[src/rtl/cme_ip_tx_pkg_v3.sv]
// Shared constants, state encoding and helpers for the TX frame reader.
package cme_ip_tx_pkg_v3;

    localparam int WORDS_PER_BANK = 384;
    localparam int MAX_LEN        = WORDS_PER_BANK * 4;
    localparam int MIN_LEN        = 60;
    localparam int AW             = 9;
    localparam int LEN_W          = 11;

    typedef enum logic [1:0] {
        IDLE = 2'd0,
        RUN  = 2'd1,
        DONE = 2'd2
    } tx_state_t;

    typedef logic [1:0] lane_t;

    // Number of 32-bit words holding len bytes, rounded up.
    function automatic logic [AW-1:0] word_count(input logic [LEN_W-1:0] len);
        logic [LEN_W:0] len_p3;
        len_p3 = {1'b0, len} + (LEN_W+1)'(3);
        return AW'(len_p3 >> 2);
    endfunction

endpackage

[src/rtl/cme_ip_tx_frame_reader_v3_if.sv]
// MAC transmit interface: byte stream with valid/ready handshake and framing.
interface cme_ip_tx_frame_reader_v3_if;
    logic [7:0] mti_data;
    logic       mti_valid;
    logic       mti_sop;
    logic       mti_eop;
    logic       mti_rdy;

    modport master (output mti_data, output mti_valid, output mti_sop,
                    output mti_eop, input mti_rdy);
    modport slave  (input mti_data, input mti_valid, input mti_sop,
                    input mti_eop, output mti_rdy);
endinterface

[src/rtl/cme_ip_tx_word_buf2_v3.sv]
// Two-entry 32-bit FIFO between the RAM read port and the byte serializer.
module cme_ip_tx_word_buf2_v3 (
    input  logic        clkr,
    input  logic        rst,
    input  logic        clr,
    input  logic        push,
    input  logic        pop,
    input  logic [31:0] din,
    output logic [31:0] head,
    output logic [1:0]  count
);

    logic [31:0] mem [2];
    logic        wptr;
    logic        rptr;

    always_ff @(posedge clkr or posedge rst) begin
        if (rst) begin
            mem[0] <= '0;
            mem[1] <= '0;
            wptr   <= 1'b0;
            rptr   <= 1'b0;
            count  <= 2'd0;
        end else if (clr) begin
            wptr  <= 1'b0;
            rptr  <= 1'b0;
            count <= 2'd0;
        end else begin
            if (push) begin
                mem[wptr] <= din;
                wptr      <= ~wptr;
            end
            if (pop) begin
                rptr <= ~rptr;
            end
            case ({push, pop})
                2'b10:   count <= count + 2'd1;
                2'b01:   count <= count - 2'd1;
                default: ;
            endcase
        end
    end

    assign head = mem[rptr];

endmodule

[src/rtl/cme_ip_tx_frame_reader_v3.sv]
// Reads one frame from the ping-pong TX RAM and streams it byte-wise to the MAC.
// Build option CME_TX_READER_PAD_EN: zero-pad short frames up to MIN_LEN bytes.
//
//   state | meaning
//   IDLE  | waiting for tx_start_i; only state that accepts a start
//   RUN   | fetching words and serializing bytes
//   DONE  | one cycle, pulses tx_done_o
module cme_ip_tx_frame_reader_v3
    import cme_ip_tx_pkg_v3::*;
(
    input  logic             clkr,
    input  logic             rst,
    input  logic             tx_start_i,
    input  logic [LEN_W-1:0] tx_len_i,
    input  logic             tx_bank_i,
    output logic             tx_busy_o,
    output logic             tx_done_o,
    output logic             tx_err_o,
    output logic             cer_o,
    output logic [AW-1:0]    ar_o,
    output logic             ram_adv_o,
    input  logic [31:0]      qr_i,
    output logic             rd_ram_sel_o,
    cme_ip_tx_frame_reader_v3_if.master mti
);

    tx_state_t        state, state_nxt;
    logic [LEN_W-1:0] len_q;
    logic [AW-1:0]    words_q;
    logic [AW-1:0]    rd_cnt;
    logic             rd_pend;
    logic [LEN_W-1:0] byte_cnt;
    lane_t            lane;

    logic [31:0]      buf_head;
    logic [1:0]       buf_cnt;
    logic [1:0]       cnt_nxt;

    logic             len_legal, start_ok;
    logic             in_data, xfer, push, pop, cer_nxt;
    logic [LEN_W-1:0] last_cnt;
    logic [AW-1:0]    rd_base, words_nxt;

    cme_ip_tx_word_buf2_v3 u_buf (
        .clkr  (clkr),
        .rst   (rst),
        .clr   (start_ok),
        .push  (push),
        .pop   (pop),
        .din   (qr_i),
        .head  (buf_head),
        .count (buf_cnt)
    );

    always_comb begin
        len_legal = (tx_len_i != '0) && (tx_len_i <= LEN_W'(MAX_LEN));
        start_ok  = tx_start_i && (state == IDLE) && len_legal;

`ifdef CME_TX_READER_PAD_EN
        in_data  = (byte_cnt < len_q);
        last_cnt = (len_q < LEN_W'(MIN_LEN)) ? LEN_W'(MIN_LEN - 1) : len_q - LEN_W'(1);
`else
        in_data  = 1'b1;
        last_cnt = len_q - LEN_W'(1);
`endif

        mti.mti_valid = (state == RUN) && ((buf_cnt != 2'd0) || !in_data);
        mti.mti_data  = in_data ? 8'(buf_head >> {lane, 3'b000}) : 8'h00;
        mti.mti_sop   = mti.mti_valid && (byte_cnt == '0);
        mti.mti_eop   = mti.mti_valid && (byte_cnt == last_cnt);

        xfer = mti.mti_valid && mti.mti_rdy;
        // A word leaves the buffer after its 4th byte, or early on the frame's last data byte.
        pop  = xfer && in_data && ((lane == 2'd3) || (byte_cnt == len_q - LEN_W'(1)));
        push = rd_pend;
        cnt_nxt = buf_cnt + {1'b0, push} - {1'b0, pop};

        state_nxt = state;
        case (state)
            IDLE:    if (start_ok) state_nxt = RUN;
            RUN:     if (xfer && mti.mti_eop) state_nxt = DONE;
            DONE:    state_nxt = IDLE;
            default: state_nxt = IDLE;
        endcase

        rd_base   = (state == IDLE) ? '0 : rd_cnt;
        words_nxt = (state == IDLE) ? word_count(tx_len_i) : words_q;
        // The read in flight this cycle still needs a slot, so count it against the buffer.
        cer_nxt   = (state_nxt == RUN) && (rd_base < words_nxt) &&
                    (({1'b0, cnt_nxt} + {2'b00, cer_o}) < 3'd2);
    end

    always_ff @(posedge clkr or posedge rst) begin
        if (rst) begin
            state        <= IDLE;
            len_q        <= '0;
            words_q      <= '0;
            rd_cnt       <= '0;
            rd_pend      <= 1'b0;
            byte_cnt     <= '0;
            lane         <= '0;
            cer_o        <= 1'b0;
            ar_o         <= '0;
            rd_ram_sel_o <= 1'b0;
            tx_err_o     <= 1'b0;
        end else begin
            state    <= state_nxt;
            tx_err_o <= tx_start_i && !start_ok;
            cer_o    <= cer_nxt;
            rd_pend  <= cer_o;
            if (cer_nxt) begin
                ar_o   <= rd_base;
                rd_cnt <= rd_base + AW'(1);
            end
            if (start_ok) begin
                len_q        <= tx_len_i;
                words_q      <= word_count(tx_len_i);
                rd_ram_sel_o <= tx_bank_i;
                byte_cnt     <= '0;
                lane         <= '0;
            end else if (xfer) begin
                byte_cnt <= byte_cnt + LEN_W'(1);
                lane     <= lane + lane_t'(1);
            end
        end
    end

    assign tx_busy_o = (state == RUN);
    assign tx_done_o = (state == DONE);
    assign ram_adv_o = cer_o;

endmodule

[src/flat_wrapper.sv]
// flat-port wrapper written by rule: the top's interface ports become plain ports
module cme_ip_tx_frame_reader_v3_flat import cme_ip_tx_pkg_v3::*;
  (clkr, rst, tx_start_i, tx_len_i, tx_bank_i, tx_busy_o, tx_done_o, tx_err_o, cer_o, ar_o, ram_adv_o, qr_i, rd_ram_sel_o, mti_mti_data, mti_mti_valid, mti_mti_sop, mti_mti_eop, mti_mti_rdy);
  cme_ip_tx_frame_reader_v3_if mti_i ();
  input  logic clkr;
  input  logic rst;
  input  logic tx_start_i;
  input  logic [LEN_W-1:0] tx_len_i;
  input  logic tx_bank_i;
  output logic tx_busy_o;
  output logic tx_done_o;
  output logic tx_err_o;
  output logic cer_o;
  output logic [AW-1:0] ar_o;
  output logic ram_adv_o;
  input  logic [31:0] qr_i;
  output logic rd_ram_sel_o;
  output wire logic [$bits(mti_i.mti_data)-1:0] mti_mti_data;
  output wire logic [$bits(mti_i.mti_valid)-1:0] mti_mti_valid;
  output wire logic [$bits(mti_i.mti_sop)-1:0] mti_mti_sop;
  output wire logic [$bits(mti_i.mti_eop)-1:0] mti_mti_eop;
  input wire logic [$bits(mti_i.mti_rdy)-1:0] mti_mti_rdy;
  assign mti_mti_data = mti_i.mti_data;
  assign mti_mti_valid = mti_i.mti_valid;
  assign mti_mti_sop = mti_i.mti_sop;
  assign mti_mti_eop = mti_i.mti_eop;
  assign mti_i.mti_rdy = mti_mti_rdy;
  cme_ip_tx_frame_reader_v3 u_core (.clkr(clkr), .rst(rst), .tx_start_i(tx_start_i), .tx_len_i(tx_len_i), .tx_bank_i(tx_bank_i), .tx_busy_o(tx_busy_o), .tx_done_o(tx_done_o), .tx_err_o(tx_err_o), .cer_o(cer_o), .ar_o(ar_o), .ram_adv_o(ram_adv_o), .qr_i(qr_i), .rd_ram_sel_o(rd_ram_sel_o), .mti(mti_i));
endmodule
[config.mk]
export PLATFORM = sky130hd
export DESIGN_NAME = cme_ip_tx_frame_reader_v3_flat
export DESIGN_NICKNAME = d
export VERILOG_FILES = /design/src/rtl/cme_ip_tx_pkg_v3.sv /design/src/rtl/cme_ip_tx_frame_reader_v3_if.sv /design/src/rtl/cme_ip_tx_word_buf2_v3.sv /design/src/rtl/cme_ip_tx_frame_reader_v3.sv /design/src/flat_wrapper.sv
export SDC_FILE = /design/constraint.sdc
export NUM_CORES = 1
export LEC_CHECK = 0
export ABC_CLOCK_PERIOD_IN_PS = 6900
export CORE_MARGIN = 3
export CORE_UTILIZATION = 30
export CTS_BUF_LIST = sky130_fd_sc_hd__clkbuf_8
export DETAILED_ROUTE_END_ITERATION = 8
export PLACE_DENSITY_LB_ADDON = 0.08
export REMOVE_ABC_BUFFERS = 1
export SYNTH_ARGS = -nofsm -noshare
export SYNTH_HDL_FRONTEND = slang
export SYNTH_SLANG_ARGS = --single-unit
[constraint.sdc]
create_clock -name clkr -period 6.9 [get_ports clkr]
set_clock_uncertainty 0.1 [all_clocks]
set_input_delay 1.725 -clock clkr [delete_from_list [all_inputs] [get_ports clkr]]
set_output_delay 1.725 -clock clkr [all_outputs]
set_load 0.02 [all_outputs]
==> impl_metrics.yaml, run 1 <==
drt:
  wl_mm: 15.37
  wl_per_cell_um: 16.85
  vias_per_cell: 4.836
  dr.pass1.iters: 6
  drcViolationCount: 0
  route.vias.total: 4410
  drt_iter0_drc: 164
  final_antenna_net_count: 0
timing:
  rsz0062_at_grt: "false"
  clock.fmax_mhz: 171.6
  whs_ps: 405.3
  setup_viol: 0
  layout_setup_ws_ps: 1071
  finalSetupTns_ps: 0
  worst_pin_slew_ps: 1110
  maxSlewHeadroom: 0.2578
  period_share: 0.8447
  finalHoldViolCount: 0
  maxSlewViolCount: 0
  period_needed_ps: 5829
final_layout:
  layout-drive-gt1-share: 0.2480
  nets: 688
  diodes: 0
  instances_no_fill: 912
  syn2layout_area_growth_pct: 21.61
  fillers: 2089
power:
  p_leak_uw: 0.003327
  powerDensity_nw_per_um2: 405.2
  peakVddDrop_v: 0.0001934
synth:
  ys_seq_area_frac: 0.4780
  syn_avg_cell_area_um2: 11.83
  syn_inst: 553
  synth_area_leaders: "dfrtp_1 (48%), mux2_2 (14%), mux4_2 (5.5%)"
  synth-edff-count: 0
  synth_top_area_frac: 0.4780
  ys_seq_elements: 125
  yosys_warnings: 0
  synth_largest_area_cell: "dfrtp_1"
  ys_async_sr_fraction: 1.000
  synth_cell_types: 57
  yosys_most_used_dff: "dfrtp_1"
  synthesis.area_um2: 6544
placed_design:
  place_ws_ps: 911.9
  dp_hpwl_mm: 10.54
  port_buffers: 73
  gp_congestion: 0.8011
  placed_cells: 880
floorplanning:
  io_pins: 74
  die_x_um: 153.7
  initial_core_util: 0.3084
  num_rows: 53
  die-area_um2: 23620
  dieHeight_um: 153.7
  core_um2: 21220
setup_path:
  path_max_fanout: 7
  startpoint_type: "flip-flop"
  worstPathArrival_ps: 4000
  worstSetupPathType: "reg2out"
  crit_required_ps: 5080
  end_kind: "output pin"
clock_tree:
  cts_inserted_buffers: 17
  cts.sinks: 125
  clkTransAtPathRegs_ps: 80
  cts_max_level: 4
  root_buffer: "clkbuf_8"
  cts_resized: 0
  cts_setup_buffers: 0
  cts_buffer_depth: 2
  cts_tree: "built"
  hold_buffers: 0
  insertion_delay_ps: 450
global_routing:
  grt_max_degree: 81
  grt_use_total: 0.1349
  grt.overflow.total: 0
  antenna_found_initial: 0
  grt_pass1_vias: 4726
  grt_pass1_wl_mm: 25.12
job:
  drv_cap: 0
min_path:
  worstHoldPathType: "reg2reg"
status:
  status: "complete, no violations"
Yosys cell counts (3+ instances only):
library cell    n
a21oi_1        15
a22o_1          4
and3_1          6
buf_1           9
clkbuf_1       16
dfrtp_1       125
ha_1           16
inv_1          13
mux2_2         84
mux2_4          7
mux2i_1         7
mux4_2         16
nand2_1        39
nand2b_1        3
nand3_1         9
nor2_1         44
nor2b_1        13
nor3_1          7
nor3b_1         3
nor4_1          5
o211ai_1        5
o21ai_0        23
or3_1           7
xnor2_1        20
xor2_1         16
cells in the final DEF, fill, tap and decap left out, types with 13 or more instances in the layout:
master	n
clkdlybuf4s50_1	73
nand2_1	39
xor2_1	16
xnor2_1	20
nor2b_1	13
mux4_2	16
a21oi_1	15
nor2_1	44
ha_1	16
o21ai_0	23
dfrtp_1	125
mux2_2	84
clkbuf_8	17
cell type report:
type                            count  area, um2  share of cell area
Multi-Input combinational cell    387       3241              0.4072
Sequential cell                   125       3128              0.3931
Timing Repair Buffer               80      783.3             0.09843
Tap cell                          275      344.1             0.04324
Clock buffer                       17      234.0             0.02940
Clock inverter                     15      176.4             0.02217
Inverter                           13      51.30            0.006447
kinds of logic (layout without fill, tap and decap cells):
logic type | Yosys count | after routing | synth area share
buffers and inverters | 41 | 125 | 0.02677
AND/OR/NAND/NOR | 157 | 157 | 0.1277
AO/OA/AOI/OAI | 64 | 64 | 0.06233
XOR/XNOR | 36 | 36 | 0.04818
adder cells (fa/ha/maj) | 16 | 16 | 0.03059
multiplexers | 114 | 114 | 0.2264
flip-flops | 125 | 125 | 0.4780
metal layers:
| layer | share of wire | track usage | vias up |
|---|---|---|---|
| met5 | 0 | 0 | - |
| met4 | 0.011 | 0.03911 | 0 |
| met3 | 0.052 | 0.04053 | 12 |
| met2 | 0.48 | 0.2187 | 81 |
| met1 | 0.46 | 0.1753 | 2193 |
| li1 | - | - | 2124 |
flip-flops by register name (all words and copies together) (netlist names), 2 cells and up:
register	count
u_core.ar_o	9
u_core.byte_cnt	11
u_core.lane	2
u_core.len_q	11
u_core.rd_cnt	9
u_core.state	2
u_core.u_buf.count	2
u_core.u_buf.mem	64
u_core.words_q	9
worst paths after layout:
check | startpoint | end | slack [ps] | cells past startpoint
setup / recovery | u_core.len_q[0] | mti_mti_eop | 1070 | 8
hold / removal | u_core.u_buf.mem[11] | u_core.u_buf.mem[11] | 410 | 1
setup reg to reg | u_core.len_q[0] | u_core.rd_cnt[5] | 1350 | 17
hold reg to reg | u_core.u_buf.mem[11] | u_core.u_buf.mem[11] | 410 | 1
max in group asynchronous | rst | u_core.u_buf.mem[32] | 3700 | 3
min in group asynchronous | rst | u_core.u_buf.mem[4] | 1790 | 2
critical path: stages (launching register included):
cell and delay, ps:
dfrtp_1 450, inv_1 100, ha_1 300, or4b_4 520
nand2b_4 170, or4b_1 520, o311a_1 180, nor4b_1 610
clkdlybuf4s50_1 720
metrics by stage:
stage / total power, uW / area (um2) / utilization
finish: 3225 / 7958 / 0.3750
global route: 3478 / 7958 / 0.3750
CTS: 3296 / 7958 / 0.3750
detailed placement: 2599 / 7547 / 0.3557
global placement: 2572 / 7547 / 0.3557
floorplan: 2137 / 6417 / -
power by group:
| part | total [uW] | internal [uW] | leakage (uW) | switching (uW) |
|---|---|---|---|---|
| Clock | 671 | 334 | 0.000208 | 337 |
| Combinational | 1350 | 763 | 0.00161 | 588 |
| Sequential | 1200 | 1010 | 0.00151 | 190 |
Power figures use the tool's default switching activity.
==> run 2: changes to the inputs <==
--- a/config.mk
+++ b/config.mk
@@ -5,7 +5,7 @@
 export SDC_FILE = /design/constraint.sdc
 export NUM_CORES = 1
 export LEC_CHECK = 0
-export ABC_CLOCK_PERIOD_IN_PS = 6900
+export ABC_CLOCK_PERIOD_IN_PS = 5350
 export CORE_MARGIN = 3
 export CORE_UTILIZATION = 30
 export CTS_BUF_LIST = sky130_fd_sc_hd__clkbuf_8
==> constraint.sdc (replaced) <==
create_clock -name clkr -period 5.35 [get_ports clkr]
set_clock_uncertainty 0.1 [all_clocks]
set_input_delay 1.3375 -clock clkr [delete_from_list [all_inputs] [get_ports clkr]]
set_output_delay 1.3375 -clock clkr [all_outputs]
set_load 0.02 [all_outputs]
==> run 2 against run 1 <==
- global-route usage shrank 0.17 points
- final cell count grew 0.66%
- worst setup slack lost 830 ps
- worst hold slack gained 2.8 ps
==> impl_metrics.yaml, run 2 (same netlist as run 1, synthesis figures left out) <==
clock_tree:
  cts_setup_buffers: 0
  cts_buffer_depth: 2
  cts_max_level: 4
  cts.sinks: 125
  root_buffer: "clkbuf_8"
  insertion_delay_ps: 450
  cts_inserted_buffers: 17
  cts_tree: "built"
  clkTransAtPathRegs_ps: 80
timing:
  period_needed_ps: 5104
  finalHoldViolCount: 0
  worst_pin_slew_ps: 762.0
  period_share: 0.9540
  maxSlewViolCount: 0
  setup_viol: 0
  finalSetupTns_ps: 0
  layout_setup_ws_ps: 246.3
  clock.fmax_mhz: 195.9
  rsz0062_at_grt: "false"
  maxSlewHeadroom: 0.4920
  whs_ps: 408.1
global_routing:
  grt_max_degree: 126
  grt_use_total: 0.1332
  antenna_found_initial: 0
  grt_pass1_vias: 4682
  grt_pass1_wl_mm: 25.03
  grt.overflow.total: 0
final_layout:
  final_cell_mix: "dfrtp_1 (125), mux2_2 (84), clkdlybuf4s50_1 (73), nor2_1 (44), nand2_1 (39)"
  top_regs: "u_core.u_buf.mem x64, u_core.byte_cnt x11, u_core.len_q x11"
  diodes: 0
  fillers: 2079
  largest_reg_flops: 64
  design_area_um2: 8009
  syn2layout_area_growth_pct: 22.39
  regMostFlops: "u_core.u_buf.mem"
  nets: 694
  layout.cells.most_common: "dfrtp_1"
  layout-drive-gt1-share: 0.2566
placed_design:
  dp_hpwl_mm: 10.42
  port_buffers: 73
  place_area_um2: 7605
  gp_congestion: 0.7813
  place_ws_ps: 342.5
setup_path:
  path_max_fanout: 7
  worstSetupPathType: "reg2out"
  crit_required_ps: 3910
  startpoint_type: "flip-flop"
  end_kind: "output pin"
  worstPathArrival_ps: 3670
power:
  p_leak_uw: 0.003358
  peakVddDrop_v: 0.0003059
  powerDensity_nw_per_um2: 522.5
  power_uw: 4185
drt:
  wl_mm: 15.24
  wl_per_cell_um: 16.60
  vias_per_cell: 4.830
  final_antenna_net_count: 0
  drt_iter0_drc: 164
  drcViolationCount: 0
  route.vias.total: 4434
  dr.pass1.iters: 4
floorplanning:
  dieHeight_um: 153.7
  die-area_um2: 23620
  core_um2: 21220
  initial_core_util: 0.3084
  die_x_um: 153.7
  num_rows: 53
  io_pins: 74
min_path:
  worstHoldPathType: "reg2reg"
job:
  drv_cap: 0
status:
  status: "complete, no violations"
==> run 2: cell count changes in the layout (fill, tap and decap cells not counted), sizes merged <==
| cell | before | now |
|---|---|---|
| buf | 7 | 13 |
| bufinv | 2 | 1 |
| inv | 21 | 24 |
| clkinv | 4 | 2 |
==> run 2: final cells by class <==
class | instances | area, um2 | area share
flip-flops and latches | 125 | 3128 | 0.3906
well taps | 275 | 344.1 | 0.04296
repair buffers | 86 | 840.8 | 0.1050
multi-input cells | 387 | 3247 | 0.4054
clock buffers | 17 | 234.0 | 0.02921
clock inverters | 15 | 163.9 | 0.02047
inverters | 13 | 51.30 | 0.006405
==> run 2: final timing paths <==
path                                      start                   end  slack, ps  cells past startpoint
min                        u_core.u_buf.mem[33]  u_core.u_buf.mem[33]        410                      1
max                             u_core.len_q[0]           mti_mti_eop        250                      8
max reg2reg                     u_core.len_q[0]      u_core.rd_cnt[7]        290                     18
min in group asynchronous                   rst   u_core.rd_ram_sel_o       1270                      3
min reg2reg                u_core.u_buf.mem[33]  u_core.u_buf.mem[33]        410                      1
max in group asynchronous                   rst       u_core.len_q[2]       3260                      3
==> run 2: metal layers <==
| metal | wire length [um] | up-vias | GRT usage |
|---|---|---|---|
| met5 | 0 | - | 0 |
| met4 | 153 | 0 | 0.03280 |
| met3 | 811 | 16 | 0.04531 |
| met2 | 6980 | 79 | 0.2108 |
| met1 | 7289 | 2202 | 0.1767 |
| li1 | - | 2137 | - |
==> run 2: power breakdown <==
part           switching [uW]  internal (uW)  leakage, uW
Clock                     460            393     0.000202
Sequential                269           1300      0.00151
Combinational             747           1010      0.00165
Total                    1480           2710      0.00336
==> run 2: critical path: stages, from the launching register on <==
cell             delay [ps]
dfrtp_1                 430
inv_1                   100
ha_1                    260
or4b_4                  510
nand2b_4                180
or4b_1                  520
o311a_1                 190
nor4b_2                 370
clkdlybuf4s50_1         670
==> run 2: timing repair <==
| item | CTS | global route |
|---|---|---|
| gates resized for setup | 0 | 1 |
| hold buffers | 0 | 0 |
| endpoints found under the setup margin | 0 | 1 |
==> run 2: through the flow <==
stage	instances	util
4_1_cts	918	0.3771
2_1_floorplan	525	-
3_5_place_dp	886	0.3584
3_3_place_gp	886	0.3584
5_1_grt	918	0.3774
6_report	918	0.3774
==> run 3: changes to the inputs <==
--- a/config.mk
+++ b/config.mk
@@ -6,6 +6,7 @@
 export NUM_CORES = 1
 export LEC_CHECK = 0
 export ABC_CLOCK_PERIOD_IN_PS = 5350
+export CORE_ASPECT_RATIO = 0.9
 export CORE_MARGIN = 3
 export CORE_UTILIZATION = 30
 export CTS_BUF_LIST = sky130_fd_sc_hd__clkbuf_8
==> run 3 against run 2 <==
- clock power fell by 6.6%
- largest cell class unchanged
- routed wire length up 1.6%
- critical endpoint is now u_core.rd_cnt[4]
- total power fell by 1.2%
==> impl_metrics.yaml, run 3 (same netlist as run 1, synthesis figures left out) <==
final_layout:
  regArea_um2: 3128
  layout-drive-gt1-share: 0.2582
  regMostFlops: "u_core.u_buf.mem"
  largest_reg_flops: 64
  fillers: 2082
  top_regs: "u_core.u_buf.mem x64, u_core.byte_cnt x11, u_core.len_q x11"
  layout.cells.most_common: "dfrtp_1"
  syn2layout_area_growth_pct: 22.37
  nets: 694
  multi_input_comb_area_um2: 3248
  instances_no_fill: 929
  diodes: 0
  design_area_um2: 8008
  final_cell_mix: "dfrtp_1 (125), mux2_2 (84), clkdlybuf4s50_1 (73), nor2_1 (44), nand2_1 (39)"
timing:
  setup_viol: 0
  maxSlewViolCount: 0
  period_share: 0.9567
  clock.fmax_mhz: 195.4
  worst_pin_slew_ps: 1154
  finalHoldViolCount: 0
  rsz0062_at_grt: "false"
  maxSlewHeadroom: 0.2289
  period_needed_ps: 5118
  whs_ps: 407.6
  finalSetupTns_ps: 0
global_routing:
  antenna_found_initial: 0
  grt.overflow.total: 0
  grt_pass1_vias: 4665
  grt_use_total: 0.1365
  grt_pass1_wl_mm: 25.36
  grt_max_degree: 68
power:
  switching_share: 0.3566
  p_comb_frac: 0.425
  powerDensity_nw_per_um2: 516.6
  intPower_uw: 2661
  seqPwrFrac: 0.382
  peakVddDrop_v: 0.0002608
  p_leak_uw: 0.003332
  power_uw: 4136
  p_clk_frac: 0.193
  switching_power_uw: 1475
floorplanning:
  initial_core_util: 0.3104
  core_um2: 21080
  die-area_um2: 23620
  io_pins: 74
  num_rows: 50
  die_x_um: 161.7
  dieHeight_um: 146.1
clock_tree:
  root_buffer: "clkbuf_8"
  insertion_delay_ps: 450
  clkTransAtPathRegs_ps: 80
  cts_buffer_depth: 2
  cts_max_level: 4
  cts_tree: "built"
  cts_inserted_buffers: 17
  cts.sinks: 125
setup_path:
  critical_path.max_stage_delay_ps: 610
  worstPathArrival_ps: 5350
  path_max_fanout: 7
  end_kind: "flip-flop"
  r2r_slack_ps: 230
  startpoint_type: "flip-flop"
  crit_path_frequent_cell: "ha_1"
  r2r-start: "u_core.len_q[0]"
  crit_path_top_delay_cell: "or4_4"
  crit_required_ps: 5590
  critical_path.cell_chain: "inv_1 -> ha_1 -> or4b_4 -> nand2b_4 -> or4b_1 -> o311a_1 -> or4_4 -> nand2_1 -> ha_1 -> inv_1 -> ha_1 -> a21oi_1 -> o211ai_1 -> nor3_1 -> nand2_1 -> buf_4 -> or3_1 -> a22o_1"
  startpoint: "u_core.len_q[0]"
  worstSetupPathType: "reg2reg"
placed_design:
  placed_cells: 896
  gp_congestion: 0.7959
  place_area_um2: 7612
  dp_hpwl_mm: 10.75
  port_buffers: 73
drt:
  dr.pass1.iters: 4
  drcViolationCount: 0
  final_antenna_net_count: 0
  wl_per_cell_um: 16.66
  vias_per_cell: 4.785
  wl_mm: 15.48
  route.vias.total: 4445
  drt_iter0_drc: 262
job:
  drv_cap: 0
min_path:
  worstHoldPathType: "reg2reg"
  holdCritStartpoint: "u_core.u_buf.mem[63]"
status:
  status: "complete, no violations"
run 3: cell types whose count changed in the layout (fill, tap and decap cells not counted):
cell        previous run  this run
inv_8                  5         3
inv_6                  6         4
o2111a_1               1         0
bufinv_16              1         0
clkinv_8               0         2
clkinv_4               2         1
o2111a_2               0         1
clkinvlp_4             1         5
run 3: final timing paths:
kind | endpoint | depth (start not counted)
max | u_core.rd_cnt[4] | 18
min in group asynchronous | u_core.u_buf.mem[20] | 2
max in group asynchronous | u_core.words_q[7] | 3
min reg2reg | u_core.u_buf.mem[63] | 1
min | u_core.u_buf.mem[63] | 1
max reg2reg | u_core.rd_cnt[4] | 18
run 3: what timing repair did:
item,CTS,global route
hold buffers,0,0
setup buffers,0,1
gates resized for setup,0,1
setup endpoints to repair,0,5
run 3: area by class of cell:
class,count,share of cell area
multi-input cells,387,0.4056
well taps,286,0.04469
repair buffers,86,0.1050
flip-flops and latches,125,0.3906
clock inverters,15,0.01844
inverters,13,0.006406
clock buffers,17,0.02922
run 3: power groups by stage:
stage | logic (uW) | registers (uW) | clock network, uW
final | 1760 | 1580 | 796
after global routing | 1940 | 1640 | 877
after CTS | 1790 | 1590 | 831
after detailed placement | 1780 | 1610 | 0
after global placement | 1760 | 1590 | 0
after floorplan | 1190 | 1570 | 0
run 3: per-layer routing:
metal,global-route usage,routed length [um],share of wire,up-vias
li1,-,-,-,2135
met1,0.1849,7342,0.47,2225
met4,0.03710,122,0.0079,0
met3,0.04624,784,0.051,9
met5,0,0,0,-
met2,0.2099,7228,0.47,76
run 3: through the flow:
step           setup slack [ps]  utilization
4_1_cts                   38.25       0.3792
6_report                  231.7       0.3798
2_1_floorplan             357.8            -
3_5_place_dp              190.2       0.3611
3_3_place_gp              299.9       0.3611
5_1_grt                   12.66       0.3798
run 3: critical path: cells and delay by family, from the launching register on:
| family | cells | cell delay, ps |
|---|---|---|
| adders and majority gates | 3 | 750 |
| AOI/OAI and AO/OA | 4 | 630 |
| buffers and inverters | 3 | 350 |
| DFF | 1 | 430 |
| and+or+nand+nor | 8 | 2730 |
